==> src/rtl/gate_bist_if.sv <==
// Connection bundle between gate_bist, the gate under test, and the controlling host.
// The slave side is the checker; the master side is whoever drives start/expected and the gate.
interface gate_bist_if #(
  parameter int N_IN = 2
);
  localparam int V = 1 << N_IN;

  logic            start;
  logic [V-1:0]    expected;
  logic [N_IN-1:0] dut_in;
  logic            dut_out;
  logic            busy;
  logic            done;
  logic            pass;
  logic [N_IN-1:0] fail_idx;
  logic [V-1:0]    got;

  modport master (
    output start, expected, dut_out,
    input  dut_in, busy, done, pass, fail_idx, got
  );

  modport slave (
    input  start, expected, dut_out,
    output dut_in, busy, done, pass, fail_idx, got
  );
endinterface

==> src/rtl/gate_bist.sv <==
// Exhaustive truth-table checker for a small combinational gate: walks all 2^N_IN vectors,
// holds each for SETTLE_CYCLES, samples the response and stops at the first mismatch.
module gate_bist #(
  parameter int N_IN          = 2,
  parameter int SETTLE_CYCLES = 4
) (
  input logic       clk,
  input logic       rst_n,
  gate_bist_if.slave bus
);
  localparam int V  = 1 << N_IN;
  localparam int CW = (SETTLE_CYCLES > 1) ? $clog2(SETTLE_CYCLES) : 1;

  localparam logic [CW-1:0]   CNT_LAST = CW'(SETTLE_CYCLES - 1);
  localparam logic [N_IN-1:0] IDX_LAST = {N_IN{1'b1}};

  localparam logic [1:0] ST_IDLE  = 2'd0;
  localparam logic [1:0] ST_APPLY = 2'd1;
  localparam logic [1:0] ST_DONE  = 2'd2;

  logic [1:0]      state_q,    state_d;
  logic [N_IN-1:0] idx_q,      idx_d;
  logic [CW-1:0]   cnt_q,      cnt_d;
  logic [V-1:0]    exp_q,      exp_d;
  logic [V-1:0]    got_q,      got_d;
  logic            pass_q,     pass_d;
  logic [N_IN-1:0] fail_idx_q, fail_idx_d;
  logic            busy_q,     busy_d;
  logic            done_q,     done_d;
  logic [N_IN-1:0] dut_in_q,   dut_in_d;

  // Next-state, result capture and registered-output decode.
  always_comb begin
    state_d    = state_q;
    idx_d      = idx_q;
    cnt_d      = cnt_q;
    exp_d      = exp_q;
    got_d      = got_q;
    pass_d     = pass_q;
    fail_idx_d = fail_idx_q;
    busy_d     = 1'b0;
    done_d     = 1'b0;
    dut_in_d   = {N_IN{1'b0}};

    case (state_q)
      ST_IDLE: begin
        if (bus.start) begin
          state_d    = ST_APPLY;
          exp_d      = bus.expected;
          got_d      = {V{1'b0}};
          pass_d     = 1'b0;
          fail_idx_d = {N_IN{1'b0}};
          idx_d      = {N_IN{1'b0}};
          cnt_d      = {CW{1'b0}};
          busy_d     = 1'b1;
        end else begin
          state_d = ST_IDLE;
        end
      end

      ST_APPLY: begin
        busy_d   = 1'b1;
        dut_in_d = idx_q;
        if (cnt_q != CNT_LAST) begin
          cnt_d = cnt_q + CW'(1);
        end else begin
          // End of the settle window: the next vector appears on this same edge.
          got_d[idx_q] = bus.dut_out;
          if (bus.dut_out != exp_q[idx_q]) begin
            fail_idx_d = idx_q;
            pass_d     = 1'b0;
            state_d    = ST_DONE;
            busy_d     = 1'b0;
            done_d     = 1'b1;
            dut_in_d   = {N_IN{1'b0}};
          end else if (idx_q == IDX_LAST) begin
            fail_idx_d = {N_IN{1'b0}};
            pass_d     = 1'b1;
            state_d    = ST_DONE;
            busy_d     = 1'b0;
            done_d     = 1'b1;
            dut_in_d   = {N_IN{1'b0}};
          end else begin
            idx_d    = idx_q + N_IN'(1);
            cnt_d    = {CW{1'b0}};
            dut_in_d = idx_q + N_IN'(1);
          end
        end
      end

      ST_DONE: begin
        state_d = ST_IDLE;
      end

      default: begin
        state_d = ST_IDLE;
      end
    endcase
  end

  // State and output registers; an async reset aborts a run and clears all results.
  always_ff @(posedge clk or negedge rst_n) begin
    if (!rst_n) begin
      state_q    <= ST_IDLE;
      idx_q      <= {N_IN{1'b0}};
      cnt_q      <= {CW{1'b0}};
      exp_q      <= {V{1'b0}};
      got_q      <= {V{1'b0}};
      pass_q     <= 1'b0;
      fail_idx_q <= {N_IN{1'b0}};
      busy_q     <= 1'b0;
      done_q     <= 1'b0;
      dut_in_q   <= {N_IN{1'b0}};
    end else begin
      state_q    <= state_d;
      idx_q      <= idx_d;
      cnt_q      <= cnt_d;
      exp_q      <= exp_d;
      got_q      <= got_d;
      pass_q     <= pass_d;
      fail_idx_q <= fail_idx_d;
      busy_q     <= busy_d;
      done_q     <= done_d;
      dut_in_q   <= dut_in_d;
    end
  end

  assign bus.dut_in   = dut_in_q;
  assign bus.busy     = busy_q;
  assign bus.done     = done_q;
  assign bus.pass     = pass_q;
  assign bus.fail_idx = fail_idx_q;
  assign bus.got      = got_q;
endmodule
==> src/flat_wrapper.sv <==
// flat-port wrapper written by rule: the top's interface ports become plain ports
module gate_bist_flat 
#(
  parameter int N_IN          = 2,
  parameter int SETTLE_CYCLES = 4
)
  (clk, rst_n, bus_start, bus_expected, bus_dut_out, bus_dut_in, bus_busy, bus_done, bus_pass, bus_fail_idx, bus_got);
  gate_bist_if #(.N_IN(N_IN)) bus_i ();
  input logic clk;
  input logic rst_n;
  input wire logic [$bits(bus_i.start)-1:0] bus_start;
  input wire logic [$bits(bus_i.expected)-1:0] bus_expected;
  input wire logic [$bits(bus_i.dut_out)-1:0] bus_dut_out;
  output wire logic [$bits(bus_i.dut_in)-1:0] bus_dut_in;
  output wire logic [$bits(bus_i.busy)-1:0] bus_busy;
  output wire logic [$bits(bus_i.done)-1:0] bus_done;
  output wire logic [$bits(bus_i.pass)-1:0] bus_pass;
  output wire logic [$bits(bus_i.fail_idx)-1:0] bus_fail_idx;
  output wire logic [$bits(bus_i.got)-1:0] bus_got;
  assign bus_i.start = bus_start;
  assign bus_i.expected = bus_expected;
  assign bus_i.dut_out = bus_dut_out;
  assign bus_dut_in = bus_i.dut_in;
  assign bus_busy = bus_i.busy;
  assign bus_done = bus_i.done;
  assign bus_pass = bus_i.pass;
  assign bus_fail_idx = bus_i.fail_idx;
  assign bus_got = bus_i.got;
  gate_bist #(.N_IN(N_IN), .SETTLE_CYCLES(SETTLE_CYCLES)) u_core (.clk(clk), .rst_n(rst_n), .bus(bus_i));
endmodule
==> config.mk <==
export PLATFORM = sky130hd
export DESIGN_NAME = gate_bist_flat
export DESIGN_NICKNAME = d
export VERILOG_FILES = /design/src/rtl/gate_bist_if.sv /design/src/rtl/gate_bist.sv /design/src/flat_wrapper.sv
export SDC_FILE = /design/constraint.sdc
export NUM_CORES = 1
export LEC_CHECK = 0
export ABC_AREA = 1
export CORE_MARGIN = 2
export CORE_UTILIZATION = 35
export CTS_CLUSTER_SIZE = 25
export DETAILED_ROUTE_END_ITERATION = 10
export GPL_TIMING_DRIVEN = 1
export PLACE_DENSITY_LB_ADDON = 0.15
export SLEW_MARGIN = 30
export SYNTH_ARGS = -nofsm -noshare
export SYNTH_HDL_FRONTEND = slang
export SYNTH_SLANG_ARGS = --single-unit
==> constraint.sdc <==
create_clock -name clk -period 2.1 [get_ports clk]
set_input_delay 0.63 -clock clk [delete_from_list [all_inputs] [get_ports clk]]
set_output_delay 0.63 -clock clk [all_outputs]
set_load 0.05 [all_outputs]
==> PnR_summary.wiki, run 1 <==
{| class="wikitable"
! Metric !! Value
|-
| Clock root buffer || sky130_fd_sc_hd__clkbuf_4
|-
| PortBufs || 18
|-
| Number of synthesized flops with an enable pin || 0
|-
| Sinks on Clock Net || 21
|-
| Skew-Pair Late Insertion Delay || 0.29 ns
|-
| Post-Syn Nets || 139
|-
| Clock transition at path regs || 0.11 ns
|-
| Yosys Warn Count || 0
|-
| Worst-path fanout max || 6
|-
| Launch point of the worst reg-to-reg path || u_core.idx_q[0]$_DFFE_PN0P_
|-
| Post-CTS Repair Setup Buffers || 0
|-
| Primary FF master, synth || sky130_fd_sc_hd__dfrtp_1
|-
| RSZ-0062 raised after global routing || false
|-
| Synthesis-to-layout area growth || 21.8%
|-
| Endpoint arrival time on the critical path || 1.77 ns
|-
| # IOs || 19
|-
| Final setup vio count || 0
|-
| HP Start || u_core.exp_q[3]$_DFFE_PN0P_
|-
| Number of nets with antenna violations after routing || 0
|-
| Cell area after synthesis || 1090 sq um
|-
| Chip width || 59.9 microns
|-
| Largest vdd supply drop || 0.000587 V
|-
| Transition time of the tightest slew-check pin || 0.345 ns
|-
| Path type of the worst min-delay path || register to register
|-
| Total die area || 3580 sq um
|-
| Final Slew Violations || 0
|-
| Antenna violations before repair || 0
|-
| Count of endpoints failing hold in the final timing report || 0
|-
| Largest net degree at the start of global routing || 22
|-
| Final total negative setup slack || 0 ns
|-
| Layout Skew || 0.00348 ns
|-
| TritonCTS clock tree || built
|-
| Launching element of the worst setup path || bus_dut_out
|-
| Total iterations of the first detailed-routing run || 4
|-
| Initial Util || 36.4%
|-
| Die Height || 59.9 microns
|-
| CP Launch Type || input port
|-
| Capturing element type of the critical path || register
|-
| Worst EP required || 2.30 ns
|-
| Global route overflow || 0
|-
| Portion of the clock cycle consumed by the worst path in the final layout || 75.0%
|-
| Maximum clock frequency || 635 MHz
|-
| Cts bufs inserted || 3
|-
| Number of H-tree branching levels || 1
|-
| Worst hold slack after final layout || 0.490 ns
|-
| Total area of multi-input combinational cells || 517 sq um
|-
| Sequential cell area in the final layout || 526 sq um
|-
| Met2 usage in global routing || 21.9%
|-
| Via count of the routed design || 856
|-
| Routed length per placed instance || 11.4 microns
|-
| Synthesis-stage register bit count || 21
|-
| Inserted Diodes || 0
|-
| Number of buffers between clock root and the deepest sink || 2
|-
| Routing usage on met3 || 2.60%
|-
| Global-route wire length before repair || 3660 microns
|-
| Share of final-layout standard cells stronger than drive strength 1 || 26.0%
|-
| Post-detail-place hpwl || 1680 microns
|-
| Placeable core region || 3000 sq um
|-
| Mapped Avg Cell Area || 8.67 sq um
|-
| Num rows || 20
|-
| DR DRC count || 0
|-
| Leading area contributor after synthesis || sky130_fd_sc_hd__dfrtp_1
|-
| WS Path Type || input port to register
|-
| Pwr Density || 1620 nW/um^2
|-
| Post-detailed-routing wire length || 2080 microns
|-
| Area share of the largest cell type after synthesis || 48.1%
|-
| Number of DRC violations after detailed-routing iteration 0 || 20
|-
| Global-route track usage on met1 || 18.1%
|-
| Global routing's busiest layer || met2
|-
| Number of global-route vias before repair || 835
|-
| Global-route usage over all layers || 13.8%
|-
| Final weighted congestion in routability-driven placement || 0.775
|-
| Number of resized instances in the post-cts repair step || 0
|-
| Result of the run || completed
|-
| Share of flip-flops with an asynchronous set or reset || 100%
|-
| Most area-consuming cells after synthesis || sky130_fd_sc_hd__dfrtp_1, sky130_fd_sc_hd__nand2_1, sky130_fd_sc_hd__nand3_2, sky130_fd_sc_hd__ha_1, sky130_fd_sc_hd__nand2_2
|-
| Post-route minimum period || 1.58 ns
|-
| Final core area utilization || 44.3%
|-
| Vias/cell || 4.68
|-
| Filler cell count || 317
|-
| LEAKAGE || 0.699 nW
|-
| Hold buffer count at cts || 0
|-
| Number of distinct library cells after synthesis || 21
|-
| Sequential element share of the synthesized area || 48.1%
|-
| Headroom to the max-slew limit || 76.8%
|-
| Count of max-cap constraint violations || 0
|-
| Cell count after synthesis || 126
|-
| NumNets Final || 164
|}
## critical path: stages
cell and delay, ns:
sky130_fd_sc_hd__clkdlybuf4s50_1 0.57, sky130_fd_sc_hd__inv_1 0.11, sky130_fd_sc_hd__nand3_2 0.12, sky130_fd_sc_hd__nand3_2 0.09
sky130_fd_sc_hd__nand2_2 0.10, sky130_fd_sc_hd__nand2_2 0.06, sky130_fd_sc_hd__nand2_1 0.06, sky130_fd_sc_hd__nand2_1 0.05
## cells in the mapped netlist (2+ instances only)
cell	count
sky130_fd_sc_hd__a21oi_1	4
sky130_fd_sc_hd__nand2_1	39
sky130_fd_sc_hd__nor2_2	2
sky130_fd_sc_hd__nand4_1	2
sky130_fd_sc_hd__inv_1	9
sky130_fd_sc_hd__nand2_2	6
sky130_fd_sc_hd__nor3_1	5
sky130_fd_sc_hd__nor2_1	8
sky130_fd_sc_hd__o21ai_0	2
sky130_fd_sc_hd__ha_1	5
sky130_fd_sc_hd__dfrtp_1	21
sky130_fd_sc_hd__o21ai_1	2
sky130_fd_sc_hd__nand3_2	7
sky130_fd_sc_hd__nand3_1	5
sky130_fd_sc_hd__inv_2	3
## sequential cells by signal (all words and copies together) (netlist names)
name / count
u_core.bus.fail_idx: 2
u_core.cnt_q: 2
u_core.bus.pass: 1
u_core.idx_q: 2
u_core.bus.got: 4
u_core.state_q: 2
u_core.bus.dut_in: 2
u_core.bus.done: 1
u_core.exp_q: 4
u_core.bus.busy: 1
## cells in the final DEF (no fill, tap or decap), drive strengths merged
| cell | netlist | final |
|---|---|---|
| a21oi | 4 | 4 |
| buf | 1 | 14 |
| clkbuf | 0 | 4 |
| clkdlybuf4s50 | 0 | 7 |
| dfrtp | 21 | 21 |
| ha | 5 | 5 |
| inv | 12 | 12 |
| nand2 | 46 | 46 |
| nand3 | 13 | 13 |
| nand4 | 2 | 2 |
| nor2 | 11 | 11 |
| nor3 | 5 | 5 |
| o21ai | 4 | 4 |
| or2 | 1 | 1 |
| xnor2 | 1 | 1 |
## final cells by class
cell class / count / share of cell area, %
repair buffers: 21 / 13.2
multi-input cells: 92 / 38.9
flip-flops and latches: 21 / 39.5
inverters: 12 / 3.39
well taps: 33 / 3.10
clock buffers: 4 / 1.98
## kinds of logic (layout without fill, tap and decap cells)
group / count (synthesis) / count (layout) / synth area share, %
AO/OA/AOI/OAI: 8 / 8 / 3.67
adder cells (fa/ha/maj): 5 / 5 / 5.73
AND/OR/NAND/NOR: 78 / 78 / 37.1
XOR/XNOR: 1 / 1 / 0.802
buffers and inverters: 13 / 37 / 4.58
flip-flops: 21 / 21 / 48.1
## per-stage QoR
| step | setup WS (ns) | total power [mW] | cells | cell area (sq um) |
|---|---|---|---|---|
| after floorplan | 0.775 | 1.67 | 126 | 1090 |
| after global placement | 0.228 | 1.99 | 179 | 1300 |
| after detailed placement | 0.194 | 2.00 | 179 | 1300 |
| after CTS | 0.521 | 2.20 | 183 | 1330 |
| after global routing | 0.400 | 2.36 | 183 | 1330 |
| final | 0.525 | 2.16 | 183 | 1330 |
## report_power, final
group | leakage, nW | switching [mW] | internal (mW)
registers | 0.265 | 0.110 | 0.569
logic | 0.420 | 0.864 | 0.430
clock network | 0.0150 | 0.114 | 0.0739
## final timing paths
path                                                      end  slack, ns  cells past startpoint
setup / recovery           u_core.bus.fail_idx[1]$_DFFE_PN0P_       0.52                      8
hold / removal                    u_core.exp_q[3]$_DFFE_PN0P_       0.49                      2
setup reg to reg                  u_core.idx_q[0]$_DFFE_PN0P_       0.57                      7
hold reg to reg                   u_core.exp_q[3]$_DFFE_PN0P_       0.49                      2
max in group asynchronous         u_core.exp_q[2]$_DFFE_PN0P_       1.23                      2
min in group asynchronous           u_core.bus.busy$_DFF_PN0_       0.66                      2
## layer usage
layer	vias up	part of all wire, %
met5	-	0
met4	0	0.91
met3	2	3.4
met2	12	48
met1	395	48
li1	447	-
No activity file was read; power rests on OpenSTA's default activity.
==> run 2, diff against run 1 <==
==> constraint.sdc (replaced) <==
create_clock -name clk -period 1.6 [get_ports clk]
set_input_delay 0.48 -clock clk [delete_from_list [all_inputs] [get_ports clk]]
set_output_delay 0.48 -clock clk [all_outputs]
set_load 0.05 [all_outputs]
==> run 2 against run 1 <==
  * Design area grew 13%
  * Worst hold slack gained 0.012 ns
  * Sequential cell count is the same
  * Count of clock-buffer cells in the layout is the same
  * First-iteration DRC count grew 5.0%
  * Clock power grew 38%
  * Critical path type unchanged
  * Largest cell class unchanged
==> PnR_summary.wiki, run 2 (synthesis results as in run 1) <==
{| class="wikitable"
! Metric !! Value
|-
| CP dominant cell by count || sky130_fd_sc_hd__nor3_1
|-
| Post-route minimum period || 1.50 ns
|-
| Skew-Pair Late Insertion Delay || 0.31 ns
|-
| Count of placed standard cells including taps || 183
|-
| Count of endpoints failing hold in the final timing report || 0
|-
| Via count of the routed design || 906
|-
| Final setup vio count || 0
|-
| Fraction of power spent switching nets || 47.5%
|-
| Final core area utilization || 50.0%
|-
| Number of DRC violations after detailed-routing iteration 0 || 21
|-
| Total die area || 3580 sq um
|-
| Number of nets with antenna violations after routing || 0
|-
| Vias/cell || 4.84
|-
| Worst EP required || 1.82 ns
|-
| Largest net degree at the start of global routing || 22
|-
| Placeable core region || 3000 sq um
|-
| Final Slew Violations || 0
|-
| DR DRC count || 0
|-
| Filler cell count || 294
|-
| Post-detail-place hpwl || 1820 microns
|-
| Initial Util || 36.4%
|-
| Number of buffers between clock root and the deepest sink || 2
|-
| Global-route wire length before repair || 4040 microns
|-
| Global route overflow || 0
|-
| Layout Skew || 0.00250 ns
|-
| Sinks on Clock Net || 21
|-
| RSZ-0062 raised after global routing || true
|-
| Synthesis-to-layout area growth || 37.6%
|-
| Path type of the worst min-delay path || input port to async pin
|-
| Endpoint arrival time on the critical path || 1.72 ns
|-
| NetSw || 1.52 mW
|-
| Final instance count without filler cells || 187
|-
| Hold buffer count at cts || 0
|-
| # IOs || 19
|-
| Critical path's top delay family || simple AND/OR/NAND/NOR gates
|-
| Part of the power in the clock network || 8.1%
|-
| TritonCTS clock tree || built
|-
| Clock root buffer || sky130_fd_sc_hd__clkbuf_4
|-
| Critical-path cell list || clkdlybuf4s50_1 -> nor3_1 -> nor2_2 -> nand2_1 -> nor2_1 -> nor3_1
|-
| NumNets Final || 168
|-
| LEAKAGE || 0.761 nW
|-
| Share of final-layout standard cells stronger than drive strength 1 || 28.6%
|-
| Transition time of the tightest slew-check pin || 0.428 ns
|-
| PortBufs || 18
|-
| Portion of the clock cycle consumed by the worst path in the final layout || 93.8%
|-
| Logic pwr share || 62.8%
|-
| Pwr Density || 2130 nW/um^2
|-
| Inserted Diodes || 0
|-
| Sequential group share of total power || 29.1%
|-
| Result of the run || completed
|-
| Post-detailed-routing wire length || 2240 microns
|-
| Launch point of the worst reg-to-reg path || u_core.cnt_q[0]$_DFFE_PN0P_
|-
| Commonest non-fill, non-tap cell in the layout || sky130_fd_sc_hd__nand2_1
|-
| Number of global-route vias before repair || 911
|-
| Crit path buf inv count || 1
|-
| Number of H-tree branching levels || 1
|-
| Register-to-register setup slack || 0.1 ns
|-
| Worst hold slack after final layout || 0.502 ns
|-
| Highest-delay cell along the critical path || sky130_fd_sc_hd__clkdlybuf4s50_1
|-
| CP Launch Type || input port
|-
| Highest-count cells in the layout ignoring fill and taps || sky130_fd_sc_hd__nand2_1, sky130_fd_sc_hd__dfrtp_1, sky130_fd_sc_hd__buf_12
|-
| Internal || 1.68 mW
|-
| Antenna violations before repair || 0
|-
| Path depth of the worst reg2reg path || 8
|-
| WS Path Type || input port to register
|-
| Chip width || 59.9 microns
|-
| Num rows || 20
|-
| Maximum clock frequency || 666 MHz
|-
| Cts bufs inserted || 3
|-
| Die Height || 59.9 microns
|-
| Count of max-cap constraint violations || 0
|-
| Capturing element type of the critical path || register
|-
| Total iterations of the first detailed-routing run || 4
|-
| Routed length per placed instance || 12.0 microns
|-
| Worst-path fanout max || 6
|-
| Global-route usage over all layers || 15.2%
|-
| Headroom to the max-slew limit || 71.3%
|-
| Depth of the critical timing path with buffers and inverters included || 6
|-
| Largest vdd supply drop || 0.000750 V
|-
| Final weighted congestion in routability-driven placement || 0.887
|-
| Clock transition at path regs || 0.11 ns
|-
| Endpoint of the lowest-slack register-to-register path || u_core.bus.got[2]$_DFFE_PN0P_
|-
| Longest individual stage delay on the worst path || 0.42 ns
|}
==> run 2: changes by cell type in the layout (fill, tap and decap cells not counted) <==
cell and delta:
sky130_fd_sc_hd__buf_12 +11, sky130_fd_sc_hd__nor3_2 +1, sky130_fd_sc_hd__nor3_1 -1, sky130_fd_sc_hd__buf_4 -7
==> run 2: worst register-to-register path: stages, from the launching register on <==
cell	delay, ns
sky130_fd_sc_hd__dfrtp_1	0.42
sky130_fd_sc_hd__ha_1	0.24
sky130_fd_sc_hd__inv_1	0.12
sky130_fd_sc_hd__nand2_4	0.10
sky130_fd_sc_hd__nand2_1	0.14
sky130_fd_sc_hd__nor2_2	0.08
sky130_fd_sc_hd__nand2_1	0.08
sky130_fd_sc_hd__nor2_1	0.04
sky130_fd_sc_hd__nor3_1	0.20
==> run 2: cell type report <==
class | count | area, sq um | area share [%]
Clock buffer | 4 | 26.3 | 1.75
Inverter | 12 | 45.0 | 3.00
Multi-Input combinational cell | 92 | 522 | 34.7
Sequential cell | 21 | 526 | 35.0
Tap cell | 33 | 41.3 | 2.75
Timing Repair Buffer | 25 | 343 | 22.8
==> run 2: worst max path at each step <==
stage / startpoint / end
floorplan: u_core.idx_q[0]$_DFFE_PN0P_ / u_core.idx_q[0]$_DFFE_PN0P_
global placement: bus_start / u_core.bus.got[1]$_DFFE_PN0P_
detailed placement: bus_start / u_core.bus.got[2]$_DFFE_PN0P_
CTS: u_core.cnt_q[0]$_DFFE_PN0P_ / u_core.idx_q[0]$_DFFE_PN0P_
global route: u_core.cnt_q[0]$_DFFE_PN0P_ / u_core.bus.got[1]$_DFFE_PN0P_
finish: bus_start / u_core.bus.got[2]$_DFFE_PN0P_
==> run 2: repair_timing <==
item                                    in CTS  in global routing
gates resized for setup                      0                  1
endpoints found under the hold margin        0                  0
endpoints found under the setup margin       0                  2
buffers inserted                             0                  0
==> run 2: per-stage QoR <==
step	setup TNS, ns	setup WS, ns	cell area [sq um]	total power, mW
final	0	0.0989	1500	3.21
after global routing	-0.0111	-0.00575	1500	3.47
after CTS	0	0.0973	1500	3.24
after detailed placement	-0.992	-0.158	1470	2.97
after global placement	-0.703	-0.0991	1470	2.93
after floorplan	0	0.275	1090	2.19
==> run 2: layer usage <==
layer  vias to the layer above  part of all wire, %  GRT usage [%]
li1                        457                    -              -
met1                       426                   44           19.1
met2                        19                   50           25.0
met3                         4                  3.4           2.60
met4                         0                  2.0           7.62
met5                         -                    0              0
==> run 2: power by group through the flow <==
| stage | sequential, mW | combinational, mW | clock, mW |
|---|---|---|---|
| 3_3_place_gp | 0.942 | 1.98 | 0 |
| 6_report | 0.934 | 2.01 | 0.260 |
| 2_1_floorplan | 1.23 | 0.959 | 0 |
| 3_5_place_dp | 0.948 | 2.02 | 0 |
| 5_1_grt | 0.960 | 2.21 | 0.301 |
| 4_1_cts | 0.937 | 2.03 | 0.273 |
==> run 3, diff against run 2 <==
--- a/config.mk
+++ b/config.mk
@@ -6,12 +6,15 @@
 export NUM_CORES = 1
 export LEC_CHECK = 0
 export ABC_AREA = 1
+export CELL_PAD_IN_SITES_DETAIL_PLACEMENT = 0
+export CELL_PAD_IN_SITES_GLOBAL_PLACEMENT = 1
 export CORE_MARGIN = 2
-export CORE_UTILIZATION = 35
+export CORE_UTILIZATION = 34
 export CTS_CLUSTER_SIZE = 25
 export DETAILED_ROUTE_END_ITERATION = 10
 export GPL_TIMING_DRIVEN = 1
 export PLACE_DENSITY_LB_ADDON = 0.15
+export SETUP_SLACK_MARGIN = 0.2
 export SLEW_MARGIN = 30
 export SYNTH_ARGS = -nofsm -noshare
 export SYNTH_HDL_FRONTEND = slang
==> constraint.sdc (replaced) <==
create_clock -name clk -period 1.35 [get_ports clk]
set_input_delay 0.405 -clock clk [delete_from_list [all_inputs] [get_ports clk]]
set_output_delay 0.405 -clock clk [all_outputs]
set_load 0.05 [all_outputs]
==> run 3 against run 2 <==
  * Sequential power rose by 23%
  * Register-to-register slack got worse by 0.08 ns
  * Worst setup slack got worse by 0.084 ns
  * First-iteration DRC count rose by 19%
  * Clock power rose by 22%
  * Non-clock buffer count rose by 27
  * Design area rose by 28%
  * Routed wire length rose by 26%
  * Count of clock-buffer cells in the layout did not move
  * Critical path type is now register to register
  * Largest power group unchanged
  * Highest routed layer unchanged
==> PnR_summary.wiki, run 3 (synthesis results as in run 1) <==
{| class="wikitable"
! Metric !! Value
|-
| Final Slew Violations || 0
|-
| Share of final-layout standard cells stronger than drive strength 1 || 53.0%
|-
| # IOs || 19
|-
| Placeable core region || 3050 sq um
|-
| Number of buffers between clock root and the deepest sink || 2
|-
| Clock root buffer || sky130_fd_sc_hd__clkbuf_4
|-
| Clock transition at path regs || 0.13 ns
|-
| Total die area || 3680 sq um
|-
| Uppermost routed layer || met4
|-
| DR DRC count || 0
|-
| Portion of the clock cycle consumed by the worst path in the final layout || 98.9%
|-
| Final total negative setup slack || 0 ns
|-
| Post-detailed-routing wire length || 2810 microns
|-
| Cts bufs inserted || 3
|-
| Post-route minimum period || 1.33 ns
|-
| Worst-path fanout max || 6
|-
| CP Launch Type || register
|-
| TritonCTS clock tree || built
|-
| Post-Layout Inst Area || 1920 sq um
|-
| PnR Total Power || 4.95 mW
|-
| WS Path Type || register to register
|-
| Met1 wire length || 1230 microns
|-
| Final setup vio count || 0
|-
| Cell area after placement || 1590 sq um
|-
| Global-route usage over all layers || 17.0%
|-
| Highest-delay cell along the critical path || sky130_fd_sc_hd__dfrtp_2
|-
| Vias/cell || 4.52
|-
| Final core area utilization || 63.0%
|-
| Total iterations of the first detailed-routing run || 4
|-
| Die Height || 60.7 microns
|-
| Path type of the worst min-delay path || input port to async pin
|-
| Via count of the routed design || 1018
|-
| Num rows || 20
|-
| Result of the run || completed
|-
| Post-detail-place hpwl || 1900 microns
|-
| LEAKAGE || 0.930 nW
|-
| Transition time of the tightest slew-check pin || 0.317 ns
|-
| Final weighted congestion in routability-driven placement || 0.760
|-
| CP dominant cell by count || sky130_fd_sc_hd__nand2_1
|-
| Commonest non-fill, non-tap cell in the layout || sky130_fd_sc_hd__nand2_1
|-
| Global route overflow || 0
|-
| NumNets Final || 195
|-
| RSZ-0062 raised after global routing || true
|-
| Number of global-route vias before repair || 1026
|-
| Critical-path cell list || nand2_1 -> nand3_4 -> nand2_4 -> nand2_4 -> nand3_4 -> nand3_2 -> nand2_1 -> nand2_1
|-
| Highest-count cells in the layout ignoring fill and taps || sky130_fd_sc_hd__nand2_1, sky130_fd_sc_hd__buf_4, sky130_fd_sc_hd__dfrtp_1
|-
| Largest net degree at the start of global routing || 22
|-
| Headroom to the max-slew limit || 78.7%
|-
| Worst EP required || 1.56 ns
|-
| Hold buffer count at cts || 0
|-
| Met3 wire length || 71 microns
|-
| Inserted Diodes || 0
|-
| Pwr Density || 2580 nW/um^2
|-
| Number of H-tree branching levels || 1
|-
| Synthesis-to-layout area growth || 75.9%
|-
| Antenna violations before repair || 0
|-
| Final instance count without filler cells || 225
|-
| PortBufs || 18
|-
| Number of DRC violations after detailed-routing iteration 0 || 25
|-
| Maximum clock frequency || 749 MHz
|-
| Sinks on Clock Net || 21
|-
| Skew-Pair Late Insertion Delay || 0.31 ns
|-
| Capturing element type of the critical path || register
|-
| Endpoint arrival time on the critical path || 1.55 ns
|-
| Initial Util || 35.8%
|-
| Met2 routed WL || 1450 microns
|-
| Global-route wire length before repair || 4480 microns
|-
| Chip width || 60.7 microns
|-
| Count of endpoints failing hold in the final timing report || 0
|-
| Longest individual stage delay on the worst path || 0.48 ns
|-
| Routed length per placed instance || 12.5 microns
|-
| Count of placed standard cells including taps || 203
|-
| Count of max-cap constraint violations || 0
|-
| Number of nets with antenna violations after routing || 0
|-
| Layout Skew || 0.00758 ns
|-
| Largest vdd supply drop || 0.000887 V
|}
## run 3: changes by cell type in the layout (fill, tap and decap cells not counted), sizes merged
cell,delta
buf,+27
clkdlybuf4s50,-1
dlygate4sd2,+1
## run 3: power breakdown
part / switching, mW / internal (mW) / leakage [nW]
clock network: 0.203 / 0.115 / 0.0150
logic: 1.82 / 1.66 / 0.652
registers: 0.263 / 0.892 / 0.262
total: 2.29 / 2.66 / 0.930
## run 3: timing repair
item	4_1_cts	5_1_grt
pin swaps	3	10
gates resized for setup	25	17
buffers inserted	9	9
setup endpoints to repair	32	32
## run 3: worst max-delay path: cells and delay by family, from the launching register on
family | cells | cell delay (ns)
flops | 1 | 0.48
simple gates | 8 | 0.76
## run 3: layer usage
| metal | vias up | global-route usage, % |
|---|---|---|
| met1 | 487 | 21.6 |
| li1 | 511 | - |
| met4 | 0 | 9.32 |
| met2 | 14 | 26.9 |
| met3 | 6 | 3.62 |
| met5 | - | 0 |
## run 3: worst paths after layout
kind,cells after the start,slack [ns],to,start
setup / recovery,8,0.02,u_core.cnt_q[1]$_DFFE_PN0P_,u_core.idx_q[0]$_DFFE_PN0P_
hold / removal,2,0.42,u_core.state_q[1]$_DFFE_PN0P_,rst_n
setup reg to reg,8,0.02,u_core.cnt_q[1]$_DFFE_PN0P_,u_core.idx_q[0]$_DFFE_PN0P_
hold reg to reg,2,0.50,u_core.exp_q[3]$_DFFE_PN0P_,u_core.exp_q[3]$_DFFE_PN0P_
max in group asynchronous,2,0.77,u_core.idx_q[1]$_DFFE_PN0P_,rst_n
min in group clk,2,0.50,u_core.exp_q[3]$_DFFE_PN0P_,u_core.exp_q[3]$_DFFE_PN0P_
## run 3: through the flow
step                hold slack [ns]  setup WS (ns)
floorplan                     0.109          0.126
global placement              0.470         -0.331
detailed placement            0.475         -0.372
CTS                           0.432         0.0295
global route                  0.427        -0.0802
finish                        0.425         0.0152
## run 3: cell type report
| class | count | area [sq um] |
|---|---|---|
| Tap cell | 44 | 55.1 |
| Inverter | 12 | 52.6 |
| Timing Repair Buffer | 52 | 568 |
| Multi-Input combinational cell | 92 | 692 |
| Clock buffer | 4 | 26.3 |
| Fill cell | 255 | 1130 |
| Sequential cell | 21 | 528 |
